<file path="config.mk">
export PLATFORM = sky130hd
export DESIGN_NAME = seg_scan_ctrl
export DESIGN_NICKNAME = d
export VERILOG_FILES = /design/src/rtl/seg_scan_ctrl.sv
export SDC_FILE = /design/constraint.sdc
export NUM_CORES = 1
export LEC_CHECK = 0
export ABC_CLOCK_PERIOD_IN_PS = 7150
export CAP_MARGIN = 25
export CELL_PAD_IN_SITES_DETAIL_PLACEMENT = 1
export CELL_PAD_IN_SITES_GLOBAL_PLACEMENT = 1
export CORE_UTILIZATION = 43
export DETAILED_ROUTE_END_ITERATION = 10
export GPL_ROUTABILITY_DRIVEN = 0
export GPL_TIMING_DRIVEN = 0
export PLACE_DENSITY_LB_ADDON = 0.25
export SYNTH_ARGS = -nofsm -noshare
export SYNTH_HDL_FRONTEND = slang
export SYNTH_SLANG_ARGS = --single-unit
export TNS_END_PERCENT = 100
</file>
<file path="constraint.sdc">
create_clock -name clk -period 7.15 [get_ports clk]
set_clock_uncertainty 0.05 [all_clocks]
set_input_delay 1.0725 -clock clk [delete_from_list [all_inputs] [get_ports clk]]
set_output_delay 1.0725 -clock clk [all_outputs]
set_load 0.005 [all_outputs]
</file>
<file path="src/rtl/seg_scan_ctrl.sv">
// rtl/seg_scan_ctrl.sv - eight-digit seven-segment scan controller with two-requester update port
//
// Purpose:
//   Time-multiplexes a 32-bit display register onto eight common-anode
//   seven-segment digits. Two requesters offer new display values through
//   a valid/ready handshake arbitrated round-robin. An accepted value waits
//   in a pending register and is committed only at the end of a full scan
//   frame, so the displayed value never changes mid-frame.
//
// Parameters:
//   SCAN_DIV     clock cycles each digit stays lit (1..65535)
//
// Optional feature macro:
//   SEG_LZB_EN   when defined, blank leading-zero digits (digit 0 never blanked)
//
// Ports:
//   clk          sole clock, rising edge
//   rst          asynchronous active-low reset
//   req0_valid   requester 0 offers req0_data
//   req0_data    requester 0 value, nibble k shown on digit k
//   req0_ready   requester 0 value accepted when valid & ready
//   req1_valid   requester 1 offers req1_data
//   req1_data    requester 1 value
//   req1_ready   requester 1 value accepted when valid & ready
//   seg_n        active-low segments {a,b,c,d,e,f,g,dp}
//   an_n         active-low one-hot digit enable
//   frame_start  one-cycle pulse on the first cycle of each scan frame
//   pend         an accepted value is waiting for the next commit

module seg_scan_ctrl #(
  parameter int unsigned SCAN_DIV = 1000
) (
  input  logic        clk,
  input  logic        rst,
  input  logic        req0_valid,
  input  logic [31:0] req0_data,
  output logic        req0_ready,
  input  logic        req1_valid,
  input  logic [31:0] req1_data,
  output logic        req1_ready,
  output logic [7:0]  seg_n,
  output logic [7:0]  an_n,
  output logic        frame_start,
  output logic        pend
);

  localparam int unsigned PW = (SCAN_DIV > 1) ? $clog2(SCAN_DIV) : 1;
  localparam logic [PW-1:0] PTERM = PW'(SCAN_DIV - 1);

  logic [PW-1:0] presc;
  logic [2:0]    digit;
  logic [31:0]   disp_reg;
  logic [31:0]   pend_reg;
  logic          ptr;        // 0 favours req0, 1 favours req1

  logic          term;
  logic          frame_end;
  logic          gnt1;
  logic          xfer;
  logic [3:0]    nib;
  logic          blank;

  // Active-high segment pattern {a,b,c,d,e,f,g,dp}; dp is never lit.
  function automatic logic [7:0] hex_pattern(input logic [3:0] n);
    logic [7:0] p;
    case (n)
      4'h0: p = 8'hFC;
      4'h1: p = 8'h60;
      4'h2: p = 8'hDA;
      4'h3: p = 8'hF2;
      4'h4: p = 8'h66;
      4'h5: p = 8'hB6;
      4'h6: p = 8'hBE;
      4'h7: p = 8'hE0;
      4'h8: p = 8'hFE;
      4'h9: p = 8'hF6;
      4'hA: p = 8'hEE;
      4'hB: p = 8'h3E;
      4'hC: p = 8'h9C;
      4'hD: p = 8'h7A;
      4'hE: p = 8'h9E;
      4'hF: p = 8'h8E;
      default: p = 8'h00;
    endcase
    return p;
  endfunction

  assign term      = (presc == PTERM);
  // Last dwell cycle of digit 7: the only point where the display may change.
  assign frame_end = term && (digit == 3'd7);

  // req1 wins when it is the only requester or when both ask and it is favoured.
  assign gnt1       = req1_valid && (!req0_valid || ptr);
  assign req0_ready = !pend && req0_valid && !gnt1;
  assign req1_ready = !pend && gnt1;
  assign xfer       = (req0_valid && req0_ready) || (req1_valid && req1_ready);

  always_ff @(posedge clk or negedge rst) begin
    if (!rst) begin
      presc       <= '0;
      digit       <= 3'd0;
      disp_reg    <= 32'd0;
      pend_reg    <= 32'd0;
      pend        <= 1'b0;
      ptr         <= 1'b0;
      frame_start <= 1'b0;
    end else begin
      if (term) begin
        presc <= '0;
        digit <= digit + 3'd1;
      end else begin
        presc <= presc + 1'b1;
      end

      frame_start <= frame_end;

      // Transfer and commit are mutually exclusive: ready is low while pend is set.
      if (xfer) begin
        pend_reg <= gnt1 ? req1_data : req0_data;
        pend     <= 1'b1;
        ptr      <= ~gnt1;
      end else if (frame_end && pend) begin
        disp_reg <= pend_reg;
        pend     <= 1'b0;
      end
    end
  end

  assign nib  = disp_reg[{digit, 2'b00} +: 4];
  assign an_n = ~(8'b0000_0001 << digit);

`ifdef SEG_LZB_EN
  logic [31:0] upper;
  // Nibbles digit..7 shifted down; all zero means this digit is a leading zero.
  assign upper = disp_reg >> {digit, 2'b00};
  assign blank = (digit != 3'd0) && (upper == 32'd0);
`else
  assign blank = 1'b0;
`endif

  assign seg_n = blank ? 8'hFF : ~hex_pattern(nib);

endmodule

</file>
---- After elaboration in Yosys (flattened, before gate mapping) ----
Memories as Yosys holds them, arrays and structs flattened.
Cells that the tools add are included.
storage, ports and cells
  flip-flop bits (word level) ............. 80
  bits in latches ......................... 0
  memory bits (writable) .................. 0
  memory bits (read-only) ................. 112
  input port bits ......................... 68
  output and inout port bits .............. 20
  logic and storage cells ................. 37
  memories ................................ 1
memory list
  memory           depth  bits a word  rd ports  clocked after Yosys merged registers in  wr ports  line  RTL
  (no name shown)  16     7            1         0                                        0         66    case (n)
cells by class
  $add $sub $neg .......................... 2
  multiply operators ...................... 0
  divide/modulo/power cells ............... 0
  order comparisons ....................... 0
  equal/unequal tests ..................... 2
  shifts and indexed selects .............. 2
  muxes and demuxes ....................... 4
  bitwise logic cells ..................... 4
  reduce and logical (&&, ||, !) cells .... 15
operator list
  operator               count
  $mux 32                1
  $shiftx 32x6->4        1
  $not 8->8              2
  $add 10x1->10 const B  1
  $eq 10x10->1 const B   1
  $mux 10                1
  $logic_and 1x1->1      8
  $shl 1x3->8 const A    1
  $add 3x1->3 const B    1
  $eq 3x3->1 const B     1
  $logic_not 1->1        3
  $logic_or 1x1->1       2
  $mux 1                 2
  $not 1->1              2
  $reduce_and 2->1       1
  $reduce_bool 2->1      1

---- Longest topological paths before layout ----
  depth after elaboration ................. 9
  mapped depth ............................ 8
  depth with buffers taken out ............ 7

---- Worst setup path before layout ----
No wires, ideal clock.
  kind .................................... register to output
  start point ............................. register digit[0]
  end point ............................... output port seg_n[7]
  arrival ................................. 2,216 ps
  data required time ...................... 6,028 ps
  path slack .............................. 3,812 ps
  cell stages (with the launch flop) ...... 8
  path buffers ............................ 1
  cells stage by stage .................... dfrtp_1 > buf_6 > mux4_1 > mux2i_1 > inv_1 > ha_1 > and3_1 > a211o_1
on the way
  cells in the longest elaborated chain, start to end .. 3
ends and longest elaborated chain
  item                    line  RTL
  start, declared         51    logic [2:0] digit;
  start signal, assigned  110   digit <= digit + 3'd1;
  $shiftx 32x6->4         129   assign nib = disp_reg[{digit, 2'b00} +: 4];
  $mem_v2 16x7            n/a
  $not 8->8               141   assign seg_n = blank ? 8'hFF : ~hex_pattern(nib);
  end, declared           41    output logic [7:0] seg_n,
No other way between the ends.

---- Worst setup path after layout ----
  start point ............................. register digit[1]
  end point ............................... output port seg_n[7]
Same word-level chain as after synthesis.

==> results.yml <==
critical_path:
  worst_path_max_delay_cell: "mux2i_1"
  reg2reg_to: "disp_reg[29]"
  critPathKind: "reg2out"
  crit_buf_inv: 3
  worstSetupEndpointType: "output port"
  arrival_ps: 3540
  cpLargestDelayFamily: "buffers and inverters"
  r2r_slack_ps: 4870
  r2r_start: "presc[3]"
  cpPeakStageDelay_ps: 580
  rr_worst_depth: 6
  cp_max_fo: 9
  cp_data_required_time_ps: 6030
  critPathLaunch: "digit[1]"
  cp-start-kind: "flip-flop"
  crit_chain: "clkbuf_1, mux4_1, mux2i_1, inv_1, ha_1, and3_1, a211o_1, clkdlybuf4s50_1"
flow_run:
  max_cap_viol_count: 0
power_and_ir_drop:
  cellLeakagePower_uw: 0.00257
  power_uw: 933
  max-vdd-ir-drop_uv: 91.4
  power.density_mw_per_mm2: 176
cts:
  cts.repair.resized: 0
  worstSkewPairLatency_ps: 350
  cts_hold_buf: 0
  cts.sinks: 80
  cts_buffers: 9
  cts_root_buf: "clkbuf_8"
  cts_max_level: 3
  cts_tree: "yes"
  postCtsSetupBuffers: 0
  clockBufferDepth: 2
  clk_pin_slew_worst_paths_ps: 90
floorplanning:
  core_area_mm2: 0.00889
  num_io_pins: 88
  die_y_um: 98.6
  start_util_pct: 45.2
  die_w_um: 98.6
  dieArea_mm2: 0.00973
  rows: 34
logic_synthesis:
  ys_ff_latch: 80
  synth_area_per_cell_um2: 11.8
  synth_nets: 420
  synth_area_leaders: "dfrtp_1, mux2i_1, mux2_2"
  synthTopCellsByCount: "dfrtp_1, nand2_1, mux2i_1"
  synth_ff_type: "dfrtp_1"
  synth.top_cell.area_share_pct: 49.9
  netlist_area_mm2: 0.00402
  ys_warn_count: 0
  postSynthCellCount: 339
  synthDistinctLibCells: 38
  ys_async_sr_fraction_pct: 100
  ys_seq_area_share_pct: 49.9
  yosys.cell_count.top_type: "dfrtp_1"
  synth_largest_area_cell: "dfrtp_1"
  synth_edf_count: 0
timing:
  worstMarginPinSlew_ps: 685
  relSlewSlack_pct: 53.0
  setup_tns_ps: 0
  setup_viol: 0
  worst_slack_ps: 2490
  max_freq_mhz: 215
  grt_setup_unrepaired: "false"
  drv_slew: 0
  finalHoldViolations: 0
  finalCritPeriodShare_pct: 65.2
  fin_crit_ps: 4660
placed_design:
  portBuffers: 86
  pre_cts_slack_ps: 2650
  dp_hpwl_um: 7310
finish:
  largest_register_ffs: 33
  diodes: 0
  nets: 518
  n_fill_cell: 944
  drive_gt1_share_pct: 15.4
  area_delta_synth_final_pct: 31.7
  multi_input_area_mm2: 0.00186
  regArea_mm2: 0.00200
  fin_util_pct: 59.5
global_route:
  grt_util_met3_pct: 3.40
  use_met1_pct: 27.8
  grt_antenna_before_repair: 0
  grt.total_usage_pct: 22.5
  busiest_layer: "met2"
  grt_pass1_vias: 3250
  use_met2_pct: 40.4
  grt_pass1_wl_um: 16600
  grt_max_degree: 57
  grt-ovfl-total: 0
min_path:
  hold_depth: 1
  hp-start: "presc[0]"
  hp-class: "reg2reg"
  worstHoldEndpoint: "presc[0]"
outcome:
  outcome: "finished clean"
detailed_routing:
  routedWlPerCell_um: 18.3
  viasPerCell: 5.34
  first_iter_violations: 80
  route.detailed.drc: 0
  drt_wl_total_um: 10000
  first_pass_iters: 4
  vias: 2938
  ant_nets: 0
-- worst max path at each step --
| stage | to | cells past startpoint |
|---|---|---|
| 3_5_place_dp | req0_ready | 7 |
| 3_3_place_gp | pend_reg[8] | 1 |
| 2_1_floorplan | seg_n[7] | 7 |
| 5_1_grt | seg_n[7] | 8 |
| 4_1_cts | seg_n[7] | 8 |
| 6_report | seg_n[7] | 8 |
-- metal layers --
| metal | vias to the layer above | wire, um |
|---|---|---|
| li1 | 1388 | - |
| met1 | 1470 | 4350 |
| met2 | 71 | 5250 |
| met3 | 9 | 315 |
| met4 | 0 | 125 |
| met5 | - | 0 |
-- metrics by stage --
stage	hold slack, ps	cells	cell area [um^2]
floorplan	374	339	4020
global placement	386	533	5010
detailed placement	401	534	5040
CTS	420	550	5290
global route	447	550	5290
finish	420	550	5290
-- cell type report --
cell class | instances | share of cell area, %
Multi-Input combinational cell | 226 | 35.1
Timing Repair Buffer | 87 | 16.8
Clock inverter | 7 | 2.39
Clock buffer | 9 | 2.34
Sequential cell | 80 | 37.9
Inverter | 12 | 0.852
Buffer | 21 | 2.13
Tap cell | 108 | 2.56
-- cell families after synthesis --
kind of cell    synth area share (%)
other cells                   0.0934
flops                           49.9
xor+xnor                        1.75
simple gates                    7.85
mux                             25.9
buf+inv                         3.93
fa+ha+maj                       4.05
compound gates                  6.61
-- layout by cell type (no fill, tap or decap), types with 2 or more instances in the layout --
cell type | netlist | routed
or3_1 | 2 | 2
nor2_1 | 7 | 7
inv_1 | 11 | 11
inv_6 | 0 | 2
clkbuf_8 | 0 | 9
bufinv_16 | 0 | 3
clkbuf_1 | 12 | 12
mux4_2 | 3 | 3
o21ai_0 | 39 | 39
mux2_2 | 34 | 34
xnor2_1 | 3 | 3
buf_4 | 4 | 5
xor2_1 | 5 | 5
clkdlybuf4s50_1 | 0 | 85
buf_2 | 3 | 3
mux2i_4 | 2 | 2
mux4_1 | 5 | 5
ha_1 | 13 | 13
buf_6 | 2 | 2
nand2_1 | 42 | 42
and3_1 | 5 | 5
nand3_1 | 7 | 7
mux2i_1 | 40 | 40
o31ai_1 | 2 | 2
a21oi_1 | 2 | 2
dfrtp_1 | 80 | 80
-- power by group --
part / internal (uW) / total [uW] / switching [uW]
Sequential: 452 / 452 / 0
Combinational: 42.6 / 67.0 / 24.5
Clock: 237 / 414 / 177
(Power assumes the default switching activity.)
